## src/rtl/nn_cfg_pkg.sv

```systemverilog
// Shared constants for the network configuration loader: register map,
// AXI response code and the sequencer state encoding.
package nn_cfg_pkg;

  localparam logic [31:0] REG_WEIGHT = 32'd0;
  localparam logic [31:0] REG_BIAS   = 32'd4;
  localparam logic [31:0] REG_LAYER  = 32'd12;
  localparam logic [31:0] REG_NEURON = 32'd16;

  localparam logic [1:0] BRESP_OKAY = 2'b00;

  typedef enum logic [3:0] {
    IDLE,
    WR_LAYER,
    WR_NEURON,
    FETCH_W,
    WR_W,
    FETCH_B,
    WR_B,
    ADVANCE,
    ERR
  } seq_state_e;

endpackage

```

## src/rtl/nn_config_sequencer_if.sv

```systemverilog
// AXI4-Lite write channels between the sequencer (master) and the network's
// configuration port (slave). Read channels are not used by the loader.
interface nn_config_sequencer_if;

  logic [31:0] awaddr;
  logic        awvalid;
  logic        awready;
  logic [31:0] wdata;
  logic [3:0]  wstrb;
  logic        wvalid;
  logic        wready;
  logic [1:0]  bresp;
  logic        bvalid;
  logic        bready;

  modport master (
    output awaddr, awvalid, wdata, wstrb, wvalid, bready,
    input  awready, wready, bresp, bvalid
  );

  modport slave (
    input  awaddr, awvalid, wdata, wstrb, wvalid, bready,
    output awready, wready, bresp, bvalid
  );

endinterface

```

## src/rtl/axil_single_write.sv

```systemverilog
// One AXI4-Lite write at a time: address and data are issued together, each
// channel retires on its own ready, then the response is collected.
module axil_single_write
  import nn_cfg_pkg::*;
(
  input  logic        clk,
  input  logic        rst_n,
  input  logic        go,
  input  logic [31:0] addr,
  input  logic [31:0] data,
  output logic        busy,
  output logic        done,
  output logic        err,
  nn_config_sequencer_if.master axi
);

  logic aw_fin;
  logic w_fin;

  // A channel counts as finished once its valid has dropped or is being accepted now.
  assign aw_fin = !axi.awvalid || axi.awready;
  assign w_fin  = !axi.wvalid  || axi.wready;

  assign done      = axi.bready && axi.bvalid;
  assign err       = done && (axi.bresp != BRESP_OKAY);
  assign axi.wstrb = 4'hF;

  // NOTE: sequential state uses non-blocking assignments so every register
  // samples the pre-edge value of the others.
  always_ff @(posedge clk or negedge rst_n) begin
    if (!rst_n) begin
      busy        <= 1'b0;
      axi.awaddr  <= '0;
      axi.wdata   <= '0;
      axi.awvalid <= 1'b0;
      axi.wvalid  <= 1'b0;
      axi.bready  <= 1'b0;
    end else if (!busy) begin
      if (go) begin
        busy        <= 1'b1;
        axi.awaddr  <= addr;
        axi.wdata   <= data;
        axi.awvalid <= 1'b1;
        axi.wvalid  <= 1'b1;
      end
    end else begin
      if (axi.awready) axi.awvalid <= 1'b0;
      if (axi.wready)  axi.wvalid  <= 1'b0;
      if (axi.bready && axi.bvalid) begin
        axi.bready <= 1'b0;
        busy       <= 1'b0;
      end else if (aw_fin && w_fin) begin
        axi.bready <= 1'b1;
      end
    end
  end

endmodule

```

## src/rtl/nn_config_sequencer.sv

```systemverilog
// Streams weights and biases from a config FIFO into nn_autoGen_top over
// AXI4-Lite: layer register, then per neuron the neuron register, weights, bias.
module nn_config_sequencer
  import nn_cfg_pkg::*;
#(
  parameter int                         NUM_LAYERS    = 4,
  parameter int                         DATA_WIDTH    = 16,
  parameter logic [16*NUM_LAYERS-1:0]   LAYER_NEURONS = {16'd10, 16'd10, 16'd30, 16'd30},
  parameter logic [16*NUM_LAYERS-1:0]   LAYER_WEIGHTS = {16'd10, 16'd30, 16'd30, 16'd784}
) (
  input  logic                  s_axi_aclk,
  input  logic                  s_axi_aresetn,
  input  logic                  start,
  output logic                  busy,
  output logic                  done,
  output logic                  error,
  output logic [7:0]            cur_layer,
  output logic [15:0]           cur_neuron,
  input  logic [DATA_WIDTH-1:0] cfg_data,
  input  logic                  cfg_valid,
  output logic                  cfg_ready,
  nn_config_sequencer_if.master m_axi
);

  localparam int IDX_W = (NUM_LAYERS > 1) ? $clog2(NUM_LAYERS) : 1;
  localparam int TAB_N = 1 << IDX_W;

  seq_state_e            state_q;
  logic [7:0]            layer_q;
  logic [15:0]           neuron_q;
  logic [15:0]           widx_q;
  logic [DATA_WIDTH-1:0] word_q;

  logic [15:0]      neurons_tab [TAB_N];
  logic [15:0]      weights_tab [TAB_N];
  logic [IDX_W-1:0] tab_idx;
  logic [15:0]      last_neuron;
  logic [15:0]      last_widx;

  logic        wr_go;
  logic        wr_busy;
  logic        wr_done;
  logic        wr_err;
  logic        in_write;
  logic [31:0] wr_addr;
  logic [31:0] wr_data;

  // Unpack the per-layer counts; unused power-of-two padding rows hold 1.
  for (genvar i = 0; i < TAB_N; i++) begin : g_tab
    if (i < NUM_LAYERS) begin : g_used
      if (LAYER_NEURONS[16*i +: 16] == 16'd0 || LAYER_WEIGHTS[16*i +: 16] == 16'd0) begin : g_bad
        $error("nn_config_sequencer: zero neuron or weight count in layer %0d", i + 1);
      end
      assign neurons_tab[i] = LAYER_NEURONS[16*i +: 16];
      assign weights_tab[i] = LAYER_WEIGHTS[16*i +: 16];
    end else begin : g_pad
      assign neurons_tab[i] = 16'd1;
      assign weights_tab[i] = 16'd1;
    end
  end

  assign tab_idx     = IDX_W'(layer_q - 8'd1);
  assign last_neuron = neurons_tab[tab_idx] - 16'd1;
  assign last_widx   = weights_tab[tab_idx] - 16'd1;

  assign in_write   = (state_q == WR_LAYER) || (state_q == WR_NEURON) ||
                      (state_q == WR_W)     || (state_q == WR_B);
  assign wr_go      = in_write && !wr_busy;
  assign busy       = (state_q != IDLE) && (state_q != ERR);
  assign cfg_ready  = (state_q == FETCH_W) || (state_q == FETCH_B);
  assign cur_layer  = busy ? layer_q : 8'd0;
  assign cur_neuron = neuron_q;

  // NOTE: every always_comb output gets a default first so no path through
  // the case can leave it unassigned and infer a latch.
  always_comb begin
    wr_addr = REG_WEIGHT;
    wr_data = '0;
    case (state_q)
      WR_LAYER: begin
        wr_addr = REG_LAYER;
        wr_data = {24'd0, layer_q};
      end
      WR_NEURON: begin
        wr_addr = REG_NEURON;
        wr_data = {16'd0, neuron_q};
      end
      WR_W: begin
        wr_addr = REG_WEIGHT;
        wr_data = 32'(word_q);
      end
      WR_B: begin
        wr_addr = REG_BIAS;
        wr_data = 32'(word_q);
      end
      default: ;
    endcase
  end

  axil_single_write u_wr (
    .clk   (s_axi_aclk),
    .rst_n (s_axi_aresetn),
    .go    (wr_go),
    .addr  (wr_addr),
    .data  (wr_data),
    .busy  (wr_busy),
    .done  (wr_done),
    .err   (wr_err),
    .axi   (m_axi)
  );

  always_ff @(posedge s_axi_aclk or negedge s_axi_aresetn) begin
    if (!s_axi_aresetn) begin
      state_q  <= IDLE;
      layer_q  <= '0;
      neuron_q <= '0;
      widx_q   <= '0;
      word_q   <= '0;
      done     <= 1'b0;
      error    <= 1'b0;
    end else begin
      done <= 1'b0;
      case (state_q)
        IDLE, ERR: begin
          if (start) begin
            state_q  <= WR_LAYER;
            layer_q  <= 8'd1;
            neuron_q <= '0;
            widx_q   <= '0;
            error    <= 1'b0;
          end
        end
        WR_LAYER, WR_NEURON, WR_W, WR_B: begin
          if (wr_done) begin
            if (wr_err) begin
              state_q <= ERR;
              error   <= 1'b1;
            end else begin
              case (state_q)
                WR_LAYER:  state_q <= WR_NEURON;
                WR_NEURON: state_q <= FETCH_W;
                WR_W: begin
                  if (widx_q == last_widx) begin
                    state_q <= FETCH_B;
                  end else begin
                    widx_q  <= widx_q + 16'd1;
                    state_q <= FETCH_W;
                  end
                end
                default:   state_q <= ADVANCE;
              endcase
            end
          end
        end
        FETCH_W: begin
          if (cfg_valid) begin
            word_q  <= cfg_data;
            state_q <= WR_W;
          end
        end
        FETCH_B: begin
          if (cfg_valid) begin
            word_q  <= cfg_data;
            state_q <= WR_B;
          end
        end
        ADVANCE: begin
          if (neuron_q < last_neuron) begin
            neuron_q <= neuron_q + 16'd1;
            widx_q   <= '0;
            state_q  <= WR_NEURON;
          end else if (layer_q < 8'(NUM_LAYERS)) begin
            layer_q  <= layer_q + 8'd1;
            neuron_q <= '0;
            widx_q   <= '0;
            state_q  <= WR_LAYER;
          end else begin
            done    <= 1'b1;
            state_q <= IDLE;
          end
        end
        default: state_q <= IDLE;
      endcase
    end
  end

endmodule

```

## src/flat_wrapper.sv

```systemverilog
// flat-port wrapper written by rule: the top's interface ports become plain ports
module nn_config_sequencer_flat import nn_cfg_pkg::*;
#(
  parameter int                         NUM_LAYERS    = 4,
  parameter int                         DATA_WIDTH    = 16,
  parameter logic [16*NUM_LAYERS-1:0]   LAYER_NEURONS = {16'd10, 16'd10, 16'd30, 16'd30},
  parameter logic [16*NUM_LAYERS-1:0]   LAYER_WEIGHTS = {16'd10, 16'd30, 16'd30, 16'd784}
)
  (s_axi_aclk, s_axi_aresetn, start, busy, done, error, cur_layer, cur_neuron, cfg_data, cfg_valid, cfg_ready, m_axi_awaddr, m_axi_awvalid, m_axi_wdata, m_axi_wstrb, m_axi_wvalid, m_axi_bready, m_axi_awready, m_axi_wready, m_axi_bresp, m_axi_bvalid);
  nn_config_sequencer_if m_axi_i ();
  input  logic s_axi_aclk;
  input  logic s_axi_aresetn;
  input  logic start;
  output logic busy;
  output logic done;
  output logic error;
  output logic [7:0] cur_layer;
  output logic [15:0] cur_neuron;
  input  logic [DATA_WIDTH-1:0] cfg_data;
  input  logic cfg_valid;
  output logic cfg_ready;
  output wire logic [$bits(m_axi_i.awaddr)-1:0] m_axi_awaddr;
  output wire logic [$bits(m_axi_i.awvalid)-1:0] m_axi_awvalid;
  output wire logic [$bits(m_axi_i.wdata)-1:0] m_axi_wdata;
  output wire logic [$bits(m_axi_i.wstrb)-1:0] m_axi_wstrb;
  output wire logic [$bits(m_axi_i.wvalid)-1:0] m_axi_wvalid;
  output wire logic [$bits(m_axi_i.bready)-1:0] m_axi_bready;
  input wire logic [$bits(m_axi_i.awready)-1:0] m_axi_awready;
  input wire logic [$bits(m_axi_i.wready)-1:0] m_axi_wready;
  input wire logic [$bits(m_axi_i.bresp)-1:0] m_axi_bresp;
  input wire logic [$bits(m_axi_i.bvalid)-1:0] m_axi_bvalid;
  assign m_axi_awaddr = m_axi_i.awaddr;
  assign m_axi_awvalid = m_axi_i.awvalid;
  assign m_axi_wdata = m_axi_i.wdata;
  assign m_axi_wstrb = m_axi_i.wstrb;
  assign m_axi_wvalid = m_axi_i.wvalid;
  assign m_axi_bready = m_axi_i.bready;
  assign m_axi_i.awready = m_axi_awready;
  assign m_axi_i.wready = m_axi_wready;
  assign m_axi_i.bresp = m_axi_bresp;
  assign m_axi_i.bvalid = m_axi_bvalid;
  nn_config_sequencer #(.NUM_LAYERS(NUM_LAYERS), .DATA_WIDTH(DATA_WIDTH), .LAYER_NEURONS(LAYER_NEURONS), .LAYER_WEIGHTS(LAYER_WEIGHTS)) u_core (.s_axi_aclk(s_axi_aclk), .s_axi_aresetn(s_axi_aresetn), .start(start), .busy(busy), .done(done), .error(error), .cur_layer(cur_layer), .cur_neuron(cur_neuron), .cfg_data(cfg_data), .cfg_valid(cfg_valid), .cfg_ready(cfg_ready), .m_axi(m_axi_i));
endmodule
```

## config.mk

```make
export PLATFORM = sky130hd
export DESIGN_NAME = nn_config_sequencer_flat
export DESIGN_NICKNAME = d
export VERILOG_FILES = /design/src/rtl/nn_cfg_pkg.sv /design/src/rtl/nn_config_sequencer_if.sv /design/src/rtl/axil_single_write.sv /design/src/rtl/nn_config_sequencer.sv /design/src/flat_wrapper.sv
export SDC_FILE = /design/constraint.sdc
export NUM_CORES = 1
export LEC_CHECK = 0
export ABC_CLOCK_PERIOD_IN_PS = 2900
export BUFFER_PORTS_ARGS = -buffer_cell sky130_fd_sc_hd__buf_4
export CORE_MARGIN = 3
export CORE_UTILIZATION = 25
export CTS_BUF_LIST = sky130_fd_sc_hd__clkbuf_8
export DETAILED_ROUTE_END_ITERATION = 12
export HOLD_SLACK_MARGIN = 0.12
export SLEW_MARGIN = 20
export SYNTH_ARGS = -nofsm -noshare
export SYNTH_HDL_FRONTEND = slang
export SYNTH_SLANG_ARGS = --single-unit
```

## constraint.sdc

```tcl
create_clock -name s_axi_aclk -period 2.9 [get_ports s_axi_aclk]
set_input_delay 0.58 -clock s_axi_aclk [delete_from_list [all_inputs] [get_ports s_axi_aclk]]
set_output_delay 0.58 -clock s_axi_aclk [all_outputs]
set_load 0.02 [all_outputs]
```

==> reports/qor.tcl, run 1 <==
set qor(grt_pass1_vias) 3455
set qor(synth-seq-cells) 85
set qor(globalplace.congestion) 0.849
set qor(setup-tns-final_ns) 0
set qor(cts_num_sinks) 85
set qor(crit_top_cell) {inv_1}
set qor(outcome) {completed}
set qor(synth-seq-area-share_pct) 46.3
set qor(pin_count_of_the_biggest_net_entering_global_routing) 63
set qor(power_w) 0.00453
set qor(yosys.cell_count.top_type) {dfrtp_1}
set qor(yosys_warnings) 0
set qor(boundaryPins) 124
set qor(min-delay-path-class) {primary input to asynchronous set/reset pin}
set qor(ys_async_sr_fraction_pct) 100
set qor(layout-area-overhead-vs-synth_pct) 21.2
set qor(setup_violations) 0
set qor(synthTopCellsByArea) {dfrtp_1 (46%), buf_4 (8.2%), mux2_2 (4.4%)}
set qor(vdd_drop_max_v) 0.000510
set qor(worst-endpoint-required_ns) 3.20
set qor(synth_top_family_by_area) {simple AND/OR/NAND/NOR gates}
set qor(synth.top_cell.area_share_pct) 46.3
set qor(kind_of_end_point_of_the_critical_path) {register}
set qor(mappedNetlistArea_mm2) 0.00459
set qor(synth_cell_types) 61
set qor(fp.dieH_um) 141
set qor(cts-htree-levels) 3
set qor(relative_slew_margins_pct) 45.2
set qor(path_cells) {inv_1 -> ha_4 -> inv_1 -> ha_1 -> nor2b_1 -> o211a_1 -> o31a_1 -> nand3b_4 -> or4_1 -> a21oi_2}
set qor(clock_tree_buf_depth) 2
set qor(dieWidth_um) 141
set qor(leakagePower_nw) 2.61
set qor(post_synth_xor_area_fraction_pct) 2.10
set qor(post_synth_most_frequent_cells) {dfrtp_1 (85), buf_4 (50), nor2_1 (46)}
set qor(maxCapViolCount) 0
set qor(placement_rows) 48
set qor(grt_remaining_overflow) 0
set qor(route.detailed.drc) 0
set qor(timing_worst_slew_pin_value_ns) 0.823
set qor(tritoncts_clock_tree) {done}
set qor(achievable-frequency_ghz) 0.364
set qor(drive_above_1_share_pct) 28.0
set qor(synth_edf_count) 0
set qor(synth-compound-area-share_pct) 14.9
set qor(synthFlopType) {dfrtp_1}
set qor(worst_setup_hold_path_clk_slew_ns) 0.09
set qor(via_count) 3516
set qor(max_stage_delay_ns) 0.54
set qor(groute.usage.overall_pct) 11.8
set qor(crit_path_start_kind) {register}
set qor(route.detailed.wl_per_inst_um) 15.3
set qor(grt_first_pass_wirelength_um) 18800
set qor(synth_top_cell_by_area) {dfrtp_1}
set qor(dieArea_mm2) 0.0200
set qor(synth_simple_gate_area_share_pct) 18.2
set qor(placement.io_buffers) 74
set qor(floorplan.initialDensity_pct) 26.0
set qor(powerDensity_mw_per_mm2) 814
set qor(core_region_mm2) 0.0177
set qor(hpwl_um) 8820
set qor(synth_adder_area_share_pct) 2.45
set qor(first_pass_iters) 5
set qor(synth_area_per_cell_um2) 10.1
set qor(hold_vio_cnt_final) 0
set qor(cts-buffers-inserted) 9
set qor(clock_latency_ns) 0.37
set qor(via_per_inst) 4.54
set qor(drt_iter0_drc) 163
set qor(post-route-period-util_pct) 94.7
set qor(setup_skew_after_layout_ns) 0.0129
set qor(postRouteAntennaNets) 0
set qor(cp_slowest_cell) {or4_1}
set qor(unrepaired_setup_endpoints_after_global_routing) {false}
set qor(antenna_found_initial) 0
set qor(slew_viol_final) 0
set qor(wl_um) 11900
set qor(cts-root-buf) {clkbuf_8}
set qor(post_synth_mux_area_share_pct) 5.07
set qor(design.final.nets) 579
set qor(final_min_period_ns) 2.75
set qor(netlist_instances) 455
set qor(num_antenna_cells) 0
set qor(path_class) {register to register}
set qor(worst_ep_arrival_time_ns) 3.05
set qor(cp_max_fo) 7
-- through the flow --
step | cell area, um2 | instances | utilization (%) | hold slack, ns | setup WS, ns
floorplan | 4770 | 502 | - | 0.284 | 0.197
global placement | 5350 | 758 | 30.3 | 0.488 | 0.167
detailed placement | 5350 | 758 | 30.3 | 0.489 | 0.0883
CTS | 5540 | 774 | 31.4 | 0.332 | 0.0763
global route | 5560 | 775 | 31.5 | 0.353 | 0.0183
finish | 5560 | 775 | 31.5 | 0.299 | 0.154
-- layer usage --
metal	share of wire [%]	GRT usage [%]
met3	5.5	2.70
met2	47	18.8
met5	0	0
met4	0.88	3.03
met1	47	16.4
-- registers in the layout, summed over array words and instances, names as in the netlist, 3 cells and up --
name / flops
u_core.cur_neuron: 16
u_core.u_wr.axi.wdata: 16
u_core.widx_q: 16
u_core.word_q: 16
u_core.layer_q: 8
u_core.state_q: 4
u_core.u_wr.axi.awaddr: 3
-- logic make-up after synthesis --
logic type | count (synthesis)
mux | 21
other cells | 2
fa+ha+maj | 9
simple gates | 149
xor+xnor | 11
compound gates | 98
flops | 85
buf+inv | 80
-- layout by cell type (no fill, tap or decap), drive strengths merged, types with 3 or more instances in the layout --
| master | instances |
|---|---|
| nor4b | 4 |
| nor4 | 8 |
| and2 | 19 |
| nand2 | 22 |
| mux2i | 3 |
| or3 | 4 |
| a222oi | 8 |
| xnor2 | 6 |
| ha | 9 |
| inv | 17 |
| nor2 | 47 |
| a21oi | 34 |
| and3 | 5 |
| or4 | 5 |
| conb | 49 |
| o21ai | 15 |
| a22oi | 8 |
| nand4 | 6 |
| nand3 | 13 |
| clkbuf | 9 |
| mux2 | 18 |
| nor3 | 7 |
| buf | 100 |
| a31oi | 10 |
| xor2 | 5 |
| dfrtp | 85 |
| o21a | 3 |
-- final cells by class --
| cell class | count | area (um2) |
|---|---|---|
| Fill cell | 1873 | 12100 |
| Multi-Input combinational cell | 337 | 2170 |
| Sequential cell | 85 | 2130 |
| Timing Repair Buffer | 100 | 751 |
| Tap cell | 225 | 282 |
| Clock buffer | 9 | 124 |
| Clock inverter | 7 | 65.1 |
| Inverter | 12 | 45.0 |
-- final timing paths --
path / start / to / slack [ns] / cells after the start
worst max-delay path: u_core.layer_q[1] / u_core.widx_q[3] / 0.15 / 10
worst min-delay path: s_axi_aresetn / u_core.widx_q[8] / 0.30 / 1
worst max register to register: u_core.layer_q[1] / u_core.widx_q[3] / 0.15 / 10
worst min register to register: u_core.error / u_core.error / 0.51 / 1
max in group asynchronous: s_axi_aresetn / u_core.cur_neuron[6] / 1.88 / 2
min in group s_axi_aclk: m_axi_bvalid / u_core.u_wr.busy / 0.41 / 2
-- worst max-delay path, delay by kind of cell (launching register included) --
family	cells	cell delay [ns]
AOI/OAI and AO/OA	3	0.73
DFF	1	0.38
and+or+nand+nor	3	0.87
buffers and inverters	2	0.17
adders and majority gates	2	0.55
-- power by group --
part / internal [W] / switching (W) / leakage [nW]
combinational: 0.000800 / 0.00115 / 1.41
sequential: 0.00150 / 0.000261 / 1.10
clock: 0.000335 / 0.000483 / 0.0999
total: 0.00264 / 0.00189 / 2.61
-- what timing repair did --
action,in CTS,in global routing
resized for setup,0,2
setup endpoints to repair,0,6
hold buffers,0,0
buffers inserted,0,1
Note: power is estimated with default switching activity, not from simulation.
==> inputs of run 2 (changes only) <==
--- a/config.mk
+++ b/config.mk
@@ -12,6 +12,7 @@
 export CTS_BUF_LIST = sky130_fd_sc_hd__clkbuf_8
 export DETAILED_ROUTE_END_ITERATION = 12
 export HOLD_SLACK_MARGIN = 0.12
+export MAX_ROUTING_LAYER = met4
 export SLEW_MARGIN = 20
 export SYNTH_ARGS = -nofsm -noshare
 export SYNTH_HDL_FRONTEND = slang
==> run 2 against run 1 <==
Net effect:
- flip-flop and latch count did not move
- clock skew increased by 0.0012 ns
- combinational power is essentially flat
- register-to-register slack hardly changed
- first-iteration DRC count increased by 9.2%
- clock power about the same
- via count about the same
- final cell count unchanged
- critical path type unchanged
- largest power group unchanged
- highest routed layer unchanged
==> reports/qor.tcl, run 2 (synthesis gave the netlist of run 1 again) <==
set qor(outcome) {completed}
set qor(pin_count_of_the_biggest_net_entering_global_routing) 63 ;# unchanged
set qor(path_class) {register to register}
set qor(min-delay-path-class) {primary input to asynchronous set/reset pin}
set qor(globalRouteMet3Util_pct) 1.85 ;# -0.84 points
set qor(via_per_inst) 4.54 ;# about the same
set qor(cts_num_sinks) 85 ;# unchanged
set qor(crit_path_start_kind) {register}
set qor(design.final.nets) 579 ;# unchanged
set qor(timing_worst_slew_pin_value_ns) 0.841 ;# +0.0184 ns
set qor(pre_cts_slack_ns) 0.0883 ;# unchanged
set qor(placement_rows) 48 ;# unchanged
set qor(worst-endpoint-required_ns) 3.20 ;# about the same
set qor(hold_vio_cnt_final) 0 ;# unchanged
set qor(postRouteAntennaNets) 0 ;# unchanged
set qor(first_pass_iters) 5 ;# unchanged
set qor(powerDensity_mw_per_mm2) 815 ;# +0.14%
set qor(fp.dieH_um) 141 ;# unchanged
set qor(grt_first_pass_wirelength_um) 18800 ;# -0.19%
set qor(via_count) 3515 ;# -0.028%
set qor(cp_slowest_cell) {or4_1}
set qor(relative_slew_margins_pct) 43.9 ;# -1.2 points
set qor(grt.met1_usage_pct) 16.5 ;# +0.13 points
set qor(drive_above_1_share_pct) 28.0 ;# unchanged
set qor(setup-tns-final_ns) 0 ;# unchanged
set qor(dieWidth_um) 141 ;# unchanged
set qor(grt_pass1_vias) 3456 ;# +0.029%
set qor(cp_max_fo) 7 ;# unchanged
set qor(cts_hold_buf) 0 ;# unchanged
set qor(crit_buf_inv) 2 ;# unchanged
set qor(register_area_mm2) 0.00213 ;# unchanged
set qor(vdd_drop_max_v) 0.000506 ;# -0.61%
set qor(multi_input_logic_area_mm2) 0.00217 ;# unchanged
set qor(busiest_layer) {met2}
set qor(cts-buffers-inserted) 9 ;# unchanged
set qor(worst_setup_hold_path_clk_slew_ns) 0.09 ;# about the same
set qor(path_cells) {inv_1 -> ha_4 -> inv_1 -> ha_1 -> nor2b_1 -> o211a_1 -> o31a_1 -> nand3b_4 -> or4_1 -> a21oi_2}
set qor(postLayoutSetupSlackWorst_ns) 0.151 ;# -0.00312 ns
set qor(setup_violations) 0 ;# unchanged
set qor(achievable-frequency_ghz) 0.364 ;# -0.11%
set qor(hpwl_um) 8820 ;# unchanged
set qor(kind_of_end_point_of_the_critical_path) {register}
set qor(final-instance-count-excl-fill) 775 ;# unchanged
set qor(finalHoldWorstSlack_ns) 0.300 ;# +0.000350 ns
set qor(setup_skew_after_layout_ns) 0.0141 ;# +0.00120 ns
set qor(groute.layer.met2.usage_pct) 18.8 ;# +0.075 points
set qor(final_min_period_ns) 2.75 ;# +0.00312 ns
set qor(core_region_mm2) 0.0177 ;# unchanged
set qor(route.detailed.drc) 0 ;# unchanged
set qor(groute.usage.overall_pct) 12.1 ;# +0.27 points
set qor(clock_latency_ns) 0.37 ;# about the same
set qor(unrepaired_setup_endpoints_after_global_routing) {false}
set qor(floorplan.initialDensity_pct) 26.0 ;# unchanged
set qor(route.detailed.wl_per_inst_um) 15.4 ;# +0.31%
set qor(layout-area-overhead-vs-synth_pct) 21.2 ;# unchanged
set qor(cts-htree-levels) 3 ;# unchanged
set qor(r2r_slack_ns) 0.15 ;# about the same
set qor(tritoncts_clock_tree) {done}
set qor(clock_tree_buf_depth) 2 ;# unchanged
set qor(post-route-period-util_pct) 94.8 ;# +0.11 points
set qor(worst_ep_arrival_time_ns) 3.05 ;# about the same
set qor(dieArea_mm2) 0.0200 ;# unchanged
set qor(layout.cells.most_common) {buf_4}
set qor(cts-root-buf) {clkbuf_8}
set qor(final_cell_mix) {buf_4 (100), dfrtp_1 (85), conb_1 (49)}
set qor(dp.cells) 758 ;# unchanged
set qor(wl_um) 11900 ;# +0.31%
set qor(slew_viol_final) 0 ;# unchanged
set qor(antenna_found_initial) 0 ;# unchanged
set qor(boundaryPins) 124 ;# unchanged
set qor(leakagePower_nw) 2.61 ;# unchanged
set qor(num_antenna_cells) 0 ;# unchanged
set qor(crit_top_cell) {inv_1}
set qor(max_stage_delay_ns) 0.54 ;# about the same
set qor(grt_remaining_overflow) 0 ;# unchanged
set qor(placement.io_buffers) 74 ;# unchanged
set qor(maxCapViolCount) 0 ;# unchanged
set qor(drt_iter0_drc) 178 ;# +9.2%
set qor(path_delay_family) {simple AND/OR/NAND/NOR gates}
set qor(globalplace.congestion) 0.862 ;# +1.6%
set qor(nFillCells) 1873 ;# unchanged
run 2: cell counts in the layout (fill, tap and decap cells not counted):
No cell type changed its count.
run 2: worst register-to-register path, stage by stage, from the launching register on:
cell,delay (ns)
dfrtp_1,0.38
inv_1,0.11
ha_4,0.29
inv_1,0.05
ha_1,0.26
nor2b_1,0.13
o211a_1,0.25
o31a_1,0.33
nand3b_4,0.20
or4_1,0.54
a21oi_2,0.15
run 2: repair_timing:
action | 4_1_cts | 5_1_grt
gates resized for setup | 0 | 2
endpoints found under the setup margin | 0 | 6
setup buffers | 0 | 1
run 2: final cells by class:
type	instances	area share, %
clock buffer	9	2.23
clock inverter	7	1.17
inverter	12	0.810
multi-input combinational	337	39.0
sequential	85	38.2
tap	225	5.06
timing repair buffer	100	13.5
run 2: metrics by stage:
stage | area (um2) | total power (W) | util [%]
floorplan | 4770 | 0.00301 | -
global placement | 5350 | 0.00372 | 30.3
detailed placement | 5350 | 0.00374 | 30.3
CTS | 5540 | 0.00459 | 31.4
global route | 5560 | 0.00485 | 31.5
finish | 5560 | 0.00454 | 31.5
run 2: per-layer routing:
layer  vias to the layer above  routed length, um
met5                         -                  0
met1                      1685               5600
li1                       1709                  -
met2                       113               5640
met3                         8                562
met4                         0                114
run 2: final timing paths:
| path | startpoint | to | cells after the start |
|---|---|---|---|
| min in group s_axi_aclk | m_axi_bvalid | u_core.u_wr.busy | 2 |
| min | s_axi_aresetn | u_core.widx_q[8] | 1 |
| max reg2reg | u_core.layer_q[1] | u_core.widx_q[3] | 10 |
| min reg2reg | u_core.error | u_core.error | 1 |
| max in group asynchronous | s_axi_aresetn | u_core.cur_neuron[6] | 2 |
| max | u_core.layer_q[1] | u_core.widx_q[3] | 10 |
run 2: power breakdown:
part	internal [W]	leakage, nW	switching [W]
clock network	0.000335	0.0999	0.000485
logic	0.000799	1.41	0.00115
registers	0.00150	1.10	0.000263
